<file path="src/rtl/speed_sequencer.sv">
// speed_sequencer: glitch-free 4-rate tick generator with boundary-aligned rate switching and free-running scan phase.
// Optional SPEED_SEQ_HOLD_EN adds a hold input that freezes the prescaler and suppresses ticks.
module speed_sequencer #(
  parameter int DIV_BIT = 22,
  parameter int TAP0    = 1,
  parameter int TAP1    = 6,
  parameter int TAP2    = 16,
  parameter int TAP3    = 22,
  parameter int SCN_TAP = 15
) (
  input  logic       clk,
  input  logic       rst_n,
`ifdef SPEED_SEQ_HOLD_EN
  input  logic       hold,
`endif
  input  logic       req_valid,
  input  logic [1:0] req_sel,
  output logic       req_ready,
  output logic       tick,
  output logic [1:0] sel_cur,
  output logic       busy,
  output logic       done,
  output logic [1:0] scn
);
  localparam logic [1:0] IDLE   = 2'd0;
  localparam logic [1:0] ARMED  = 2'd1;
  localparam logic [1:0] SWITCH = 2'd2;
  localparam logic [DIV_BIT-1:0] ONES = '1;
  localparam logic [DIV_BIT-1:0] M0 = ONES >> (DIV_BIT - TAP0);
  localparam logic [DIV_BIT-1:0] M1 = ONES >> (DIV_BIT - TAP1);
  localparam logic [DIV_BIT-1:0] M2 = ONES >> (DIV_BIT - TAP2);
  localparam logic [DIV_BIT-1:0] M3 = ONES >> (DIV_BIT - TAP3);
  logic [1:0]         state_q, state_d, sel_q, sel_d, pend_q, pend_d;
  logic [DIV_BIT-1:0] cnt_q, cnt_d, mask;
  logic [SCN_TAP+1:0] scn_q, scn_d;
  logic               tick_q, tick_d, done_q, done_d, run, bnd;
`ifdef SPEED_SEQ_HOLD_EN
  assign run = !hold;
`else
  assign run = 1'b1;
`endif
  assign mask = sel_q == 2'd0 ? M0 : sel_q == 2'd1 ? M1 : sel_q == 2'd2 ? M2 : M3;
  assign bnd  = run && ((cnt_q & mask) == mask);
  // Clearing cnt as ARMED leaves makes the SWITCH cycle count 0, so the
  // first new-rate tick lands exactly one new period after SWITCH.
  always_comb begin
    state_d = state_q;
    sel_d   = sel_q;
    pend_d  = pend_q;
    done_d  = 1'b0;
    cnt_d   = run ? cnt_q + 1'b1 : cnt_q;
    tick_d  = bnd;
    scn_d   = scn_q + 1'b1;
    if (state_q == IDLE && req_valid) begin
      if (req_sel == sel_q) done_d = 1'b1;
      else begin
        pend_d  = req_sel;
        state_d = ARMED;
      end
    end
    if (state_q == ARMED && bnd) begin
      state_d = SWITCH;
      cnt_d   = '0;
    end
    if (state_q == SWITCH) begin
      sel_d   = pend_q;
      done_d  = 1'b1;
      state_d = IDLE;
    end
  end
  always_ff @(posedge clk or negedge rst_n) begin
    if (!rst_n) begin
      state_q <= IDLE;
      sel_q   <= 2'd0;
      pend_q  <= 2'd0;
      cnt_q   <= '0;
      scn_q   <= '0;
      tick_q  <= 1'b0;
      done_q  <= 1'b0;
    end else begin
      state_q <= state_d;
      sel_q   <= sel_d;
      pend_q  <= pend_d;
      cnt_q   <= cnt_d;
      scn_q   <= scn_d;
      tick_q  <= tick_d;
      done_q  <= done_d;
    end
  end
  assign req_ready = state_q == IDLE;
  assign busy      = state_q != IDLE;
  assign tick      = tick_q;
  assign done      = done_q;
  assign sel_cur   = sel_q;
  assign scn       = scn_q[SCN_TAP+1:SCN_TAP];
endmodule
</file>
<file path="config.mk">
export PLATFORM = sky130hd
export DESIGN_NAME = speed_sequencer
export DESIGN_NICKNAME = d
export VERILOG_FILES = /design/src/rtl/speed_sequencer.sv
export SDC_FILE = /design/constraint.sdc
export NUM_CORES = 1
export LEC_CHECK = 0
export CORE_MARGIN = 8
export CORE_UTILIZATION = 60
export DETAILED_ROUTE_END_ITERATION = 7
export GPL_TIMING_DRIVEN = 0
export PLACE_DENSITY = 0.87
export SLEW_MARGIN = 5
export SYNTH_ARGS = -nofsm -noshare
export SYNTH_HDL_FRONTEND = slang
export SYNTH_SLANG_ARGS = --single-unit
</file>
<file path="constraint.sdc">
create_clock -name clk -period 3 [get_ports clk]
set_clock_uncertainty 0.2 [all_clocks]
set_input_delay 0.3 -clock clk [delete_from_list [all_inputs] [get_ports clk]]
set_output_delay 0.3 -clock clk [all_outputs]
set_load 0.005 [all_outputs]
</file>
==> results.md, run 1 <==
* Status: completed
* Initial antenna violation count at 0
* First-pass GRT wire length at 7617 um
* Mapped Nets at 217
* Post-CTS sizing at 0
* # H-tree levels at 2
* Yosys reg bits at 47
* Syn_area_per_cell at 10.81 um^2
* Fmax at 440.9 MHz
* Hold Fails Final Rpt at 0
* Via count at 1640
* Most frequent cell after synthesis: dfrtp_1
* # DRC at 0
* Seq pwr share at 44.0%
* Critical Path Start: cnt_q[0]$_DFF_PN0_
* GP Congestion at 0.7918
* Setup violations, final at 0
* Crit path max fanout at 10
* Clk root buf: clkbuf_8
* Clk pwr share at 29.5%
* All-layer global routing usage at 15.60%
* Largest area contributor in the netlist: dfrtp_1
* Fin crit period at 2.268 ns
* Synth top cells by count: dfrtp_1 (47), nand3_1 (16), xnor2_1 (14), xor2_1 (14)
* P_leak at 0.001179 uW
* Crit path arrival time at 2.22 ns
* Cell Int Power at 1259 uW
* Skew-Pair Late Insertion Delay at 0.29 ns
* Reg clk slew, reported paths at 0.08 ns
* Sw frac at 30.56%
* Normalized max-slew margin at 61.31%
* Slew Limit Fails at 0
* Pre-CTS WS at 0.7508 ns
* CTS tree: built
* Die area at 0.006009 mm^2
* # hold bufs at CTS at 1
* Initial Utilization at 62.03%
* Cells after synthesis at 210
* Final HPWL DP at 3018 um
* Crit start category: register
* # diodes at 0
* Setup bufs post-CTS at 0
* Gr ovfl total at 0
* Sink Count at 47
* Part of the Yosys area used for sequential elements at 51.79%
* Ranking of synthesized cells by area: dfrtp_1 (52%), xnor2_1 (5.4%), xor2_1 (5.4%), nand3_1 (3.5%), a21oi_1 (2.6%)
* Total CTS buffers at 5
* Pin count of the biggest net entering global routing at 27
* Max_cap viols at 0
* Share of cells above drive strength 1 at 12.50%
* Hold_sp: scn_q[0]$_DFF_PN0_
* Initial DRC Count at 123
* Post-Syn Area at 0.002271 mm^2
* Setup TNS at 0 ns
* Drt pass-1 iters at 4
* Post-synth ARST share at 100.0%
* Critical Path Sink Type: register
* Synth-to-Final Area Change at 14.88%
* Synth top area share at 51.79%
* Yosys warnings at 0
* PortBufs at 12
* Combinational Power Share at 26.6%
* CP required at 2.96 ns
* Worst Tran Pin Value at 0.5793 ns
* Post-synth EDFFs at 0
* Final Cycle Share at 75.61%
* Core Area at 0.003661 mm^2
* Vias per cell at 5.857
* Die Wd at 77.52 um
* Top_reg_cell synth: dfrtp_1
* RSZ-0062 raised after global routing: no
* Hold WC Path Type: register to register
* Routed WL per cell at 15.68 um
* Sw Pwr at 554.0 uW
* Pwr Density at 694.9 mW/mm^2
* Num rows at 22
* Library cells used by synthesis at 41
* Ports at 13
* Vias in the first global route at 1624
* NumNets Final at 238
* CTS max path bufs at 2
* Post-Route WL at 4390 um
* Overall die height at 77.52 um
* Fin worst setup slack at 0.7318 ns
* Critical path type: register to register
* FF-to-FF Start: cnt_q[0]$_DFF_PN0_
* Detail Route Antenna Nets at 0
* VDD IR max at 0.5016 mV
## worst paths after layout
kind / to / slack, ns / cells past startpoint
max in group asynchronous: tick$_DFF_PN0_ / 1.80 / 3
worst max register to register: cnt_q[14]$_DFF_PN0_ / 0.73 / 6
worst max-delay path: cnt_q[14]$_DFF_PN0_ / 0.73 / 6
min in group asynchronous: cnt_q[3]$_DFF_PN0_ / 0.30 / 2
worst min register to register: scn_q[0]$_DFF_PN0_ / 0.27 / 1
worst min-delay path: scn_q[0]$_DFF_PN0_ / 0.27 / 1
## critical path, stage by stage (launching register included)
cell and delay [ns]:
dfrtp_1 0.43, and3_1 0.17, clkbuf_1 0.27, nand2_1 0.23, o21ai_1 0.38, buf_2 0.31
a22oi_1 0.13
## per-layer routing
layer / global-route usage (%) / share of wire (%) / up-vias
met2: 24.68 / 48 / 30
met4: 7.925 / 1.3 / 0
li1: - / - / 800
met5: 0 / 0 / -
met1: 19.32 / 46 / 806
met3: 4.032 / 4.6 / 4
## through the flow
step,total power (uW),area (um^2),hold WS [ns],util (%),std cells
detailed placement,1282,2466,0.09484,67.36,271
floorplan,1096,2271,-0.1956,-,210
CTS,1826,2609,0.2753,71.26,280
global route,1911,2609,0.2976,71.26,280
global placement,1263,2451,0.2550,66.95,270
finish,1813,2609,0.2696,71.26,280
## flip-flops by register name (all words and copies together), names as in the netlist
register and count:
done 1, cnt_q 22, state_q 2, tick 1
pend_q 2, sel_cur 2, scn_q 17
## power groups by stage
stage          Sequential, uW  Combinational [uW]  Clock, uW
6_report                  797                 482        534
5_1_grt                   810                 532        569
4_1_cts                   795                 486        545
3_5_place_dp              808                 474          0
3_3_place_gp              805                 457          0
2_1_floorplan             790                 306          0
## layout by cell type, fill, tap and decap left out, types with 4 or more instances in the layout
master,count
clkbuf_8,5
dfrtp_1,47
buf_2,6
o21ai_0,4
or4_1,4
nor2_1,11
clkdlybuf4s50_1,11
and3_1,6
a22oi_1,7
a21oi_1,12
xnor2_1,14
nand3_1,16
xor2_1,14
inv_1,7
nand2_1,12
o31ai_1,5
nand4_1,8
## cell families (layout without fill, tap and decap cells)
| family | after synthesis | after routing | synth area share [%] |
|---|---|---|---|
| AO/OA/AOI/OAI | 39 | 39 | 11.85 |
| XOR/XNOR | 28 | 28 | 10.80 |
| adder cells (fa/ha/maj) | 2 | 2 | 1.102 |
| buffers and inverters | 16 | 38 | 3.581 |
| flip-flops | 47 | 47 | 51.79 |
| multiplexers | 3 | 3 | 1.487 |
| AND/OR/NAND/NOR | 75 | 75 | 19.39 |
## layout make-up
type | instances | area (um^2)
plain buffers | 9 | 55.05
clock buffers | 6 | 72.57
clock inverters | 2 | 60.06
fillers | 263 | 1052
inverters | 7 | 26.28
multi-input cells | 147 | 1013
flip-flops and latches | 47 | 1176
well taps | 48 | 60.06
repair buffers | 14 | 145.1
(Power assumes the default switching activity.)
==> run 2: changes to the inputs <==
--- a/config.mk
+++ b/config.mk
@@ -6,10 +6,10 @@
 export NUM_CORES = 1
 export LEC_CHECK = 0
 export CORE_MARGIN = 8
-export CORE_UTILIZATION = 60
+export CORE_UTILIZATION = 53
 export DETAILED_ROUTE_END_ITERATION = 7
 export GPL_TIMING_DRIVEN = 0
-export PLACE_DENSITY = 0.87
+export PLACE_DENSITY = 0.82
 export SLEW_MARGIN = 5
 export SYNTH_ARGS = -nofsm -noshare
 export SYNTH_HDL_FRONTEND = slang
==> constraint.sdc (replaced) <==
create_clock -name clk -period 1.9 [get_ports clk]
set_clock_uncertainty 0.2 [all_clocks]
set_input_delay 0.19 -clock clk [delete_from_list [all_inputs] [get_ports clk]]
set_output_delay 0.19 -clock clk [all_outputs]
set_load 0.005 [all_outputs]
==> run 2 against run 1 <==
Compared with the run above:
- combinational power rose by 100%
- non-clock buffer count rose by 17
- setup slack got worse by 0.71 ns
- clock power rose by 40%
- maximum frequency rose by 21%
- global-route usage fell by 0.83 points
- largest cell class unchanged
==> results.md, run 2 (synthesis gave the netlist of run 1 again) <==
* Core Area at 0.004234 mm^2 (+16%)
* Normalized max-slew margin at 75.95% (+15 points)
* First-pass GRT wire length at 7769 um (+2.0%)
* P_leak at 0.001276 uW (+8.2%)
* CP endpoint: cnt_q[17]$_DFF_PN0_
* Ports at 13 (unchanged)
* VDD IR max at 0.6307 mV (+26%)
* Most common cell after layout, fill and taps aside: dfrtp_1
* Initial Utilization at 53.63% (-8.4 points)
* Commonest cells after routing, fill and taps aside: dfrtp_1 (43), buf_4 (22), nand3_1 (15), xnor2_1 (14), xor2_1 (14)
* Final Cycle Share at 98.87% (+23 points)
* Hold WC Path Type: input port to asynchronous set/reset pin
* Num rows at 24 (+9.1%)
* Slew Limit Fails at 0 (unchanged)
* Drt pass-1 iters at 4 (unchanged)
* RSZ-0062 raised after global routing: yes
* Setup violations, final at 0 (unchanged)
* FILL cells at 299 (+14%)
* CP required at 1.92 ns (-1.04 ns)
* Share of cells above drive strength 1 at 27.71% (+15 points)
* NumNets Final at 255 (+7.1%)
* CTS max path bufs at 2 (unchanged)
* Clk root buf: clkbuf_8
* Die area at 0.006636 mm^2 (+10%)
* Max reg flops at 22 (unchanged)
* Total CTS buffers at 5 (unchanged)
* Routed WL per cell at 15.40 um (-1.8%)
* Via count at 1741 (+6.2%)
* Hold Fails Final Rpt at 0 (unchanged)
* Detail Route Antenna Nets at 0 (unchanged)
* Storage cell area at 0.001181 mm^2 (+0.43%)
* Crit start category: register
* # H-tree levels at 2 (unchanged)
* Top Metal Used: met4
* Fmax at 532.3 MHz (+21%)
* FF-to-FF End: cnt_q[17]$_DFF_PN0_
* Skew-Pair Late Insertion Delay at 0.30 ns (about the same)
* Final HPWL DP at 2893 um (-4.2%)
* Area taken by multi-input logic gates at 0.001119 mm^2 (+10%)
* Initial antenna violation count at 0 (unchanged)
* Top Registers: cnt_q (22), scn_q (17)
* Max_cap viols at 0 (unchanged)
* Synth-to-Final Area Change at 26.12%
* Pin count of the biggest net entering global routing at 40 (+48%)
* # diodes at 0 (unchanged)
* Initial DRC Count at 154 (+25%)
* Fin worst setup slack at 0.02152 ns (-0.7103 ns)
* Crit path arrival time at 1.90 ns (-0.32 ns)
* Gr ovfl total at 0 (unchanged)
* GP Congestion at 0.7709 (-2.6%)
* All-layer global routing usage at 14.77% (-0.83 points)
* Reg clk slew, reported paths at 0.08 ns (about the same)
* FF-to-FF Start: cnt_q[10]$_DFF_PN0_
* Most flops, register: cnt_q
* Status: completed
* Die Wd at 81.46 um (+5.1%)
* Fin crit period at 1.878 ns (-0.3897 ns)
* WL met3 at 240 um (+19%)
* Met1 Routed Length at 2114 um (+3.6%)
* Crit path max fanout at 8 (-2)
* Vias in the first global route at 1621 (-0.18%)
* Pwr Density at 1049 mW/mm^2 (+51%)
* Sink Count at 47 (unchanged)
* Setup TNS at 0 ns (unchanged)
* Vias per cell at 5.784 (-1.2%)
* Pre-CTS WS at -0.2915 ns (-1.042 ns)
* Post-Route WL at 4636 um (+5.6%)
* # DRC at 0 (unchanged)
* Post-layout util at 67.64% (-3.6 points)
* Critical Path Start: cnt_q[10]$_DFF_PN0_
* Overall die height at 81.46 um (+5.1%)
* Critical path type: register to register
* Critical Path Sink Type: register
* Worst Tran Pin Value at 0.3607 ns (-0.2185 ns)
* Reg2reg path depth at 5 (-1)
* PortBufs at 12 (unchanged)
* CTS tree: built
* R2R Setup Slk at 0.02 ns (-0.71 ns)
* Met2 routed WL at 2191 um (+4.7%)
[run 2: cell types whose count changed in the layout (fill, tap and decap cells not counted), moves of 3 or more]
cell,delta
buf_6,+3
buf_2,-5
a22oi_1,-4
buf_4,+20
a22oi_2,+4
dfrtp_2,+4
dfrtp_1,-4
[run 2: how the worst min path moves through the flow]
stage,slack [ns],from,depth (start not counted),end
2_1_floorplan,-0.31,rst_n,0,cnt_q[0]$_DFF_PN0_
3_3_place_gp,0.26,scn_q[14]$_DFF_PN0_,1,scn_q[14]$_DFF_PN0_
3_5_place_dp,-0.14,rst_n,1,cnt_q[1]$_DFF_PN0_
4_1_cts,0.08,rst_n,2,cnt_q[0]$_DFF_PN0_
5_1_grt,0.1,rst_n,2,pend_q[1]$_DFFE_PN0P_
6_report,0.08,rst_n,2,pend_q[0]$_DFFE_PN0P_
[run 2: timing repair]
action                                  CTS  global route
hold buffers                              1             0
pin swaps                                 5             7
endpoints found under the setup margin   24            26
gates resized for setup                  14            21
setup buffers                            12             6
hold endpoints to repair                 47             0
[run 2: power by group]
group | switching (uW) | internal [uW]
registers | 163 | 1130
logic | 487 | 475
clock network | 323 | 426
total | 973 | 2030
[run 2: final cells by class]
class                           count  share of cell area, %
Sequential cell                    47                  41.24
Buffer                              8                  2.621
Multi-Input combinational cell    147                  39.06
Timing Repair Buffer               32                  9.786
Clock inverter                      2                  1.223
Tap cell                           52                  2.272
Inverter                            7                 0.9174
Clock buffer                        6                  2.883
[run 2: per-layer routing]
metal  global-route usage, %  vias to the layer above
met3                   3.720                        8
li1                        -                      834
met5                       0                        -
met2                   23.07                       49
met1                   19.58                      850
met4                   5.000                        0
[run 2: critical path: stages, from the launching register on]
cell and delay [ns]:
dfrtp_1 0.40, and4_4 0.25, nand4_4 0.13, buf_6 0.18, or4b_4 0.51, a22oi_2 0.12
[run 2: through the flow]
step                hold slack (ns)  area [um^2]  cells  total power [uW]
floorplan                   -0.3056         2276    210              1732
global placement             0.2555         2461    274              2002
detailed placement          -0.1350         2476    275              2028
CTS                         0.07610         2749    295              2912
global route                0.09737         2864    301              3167
finish                      0.07919         2864    301              3004
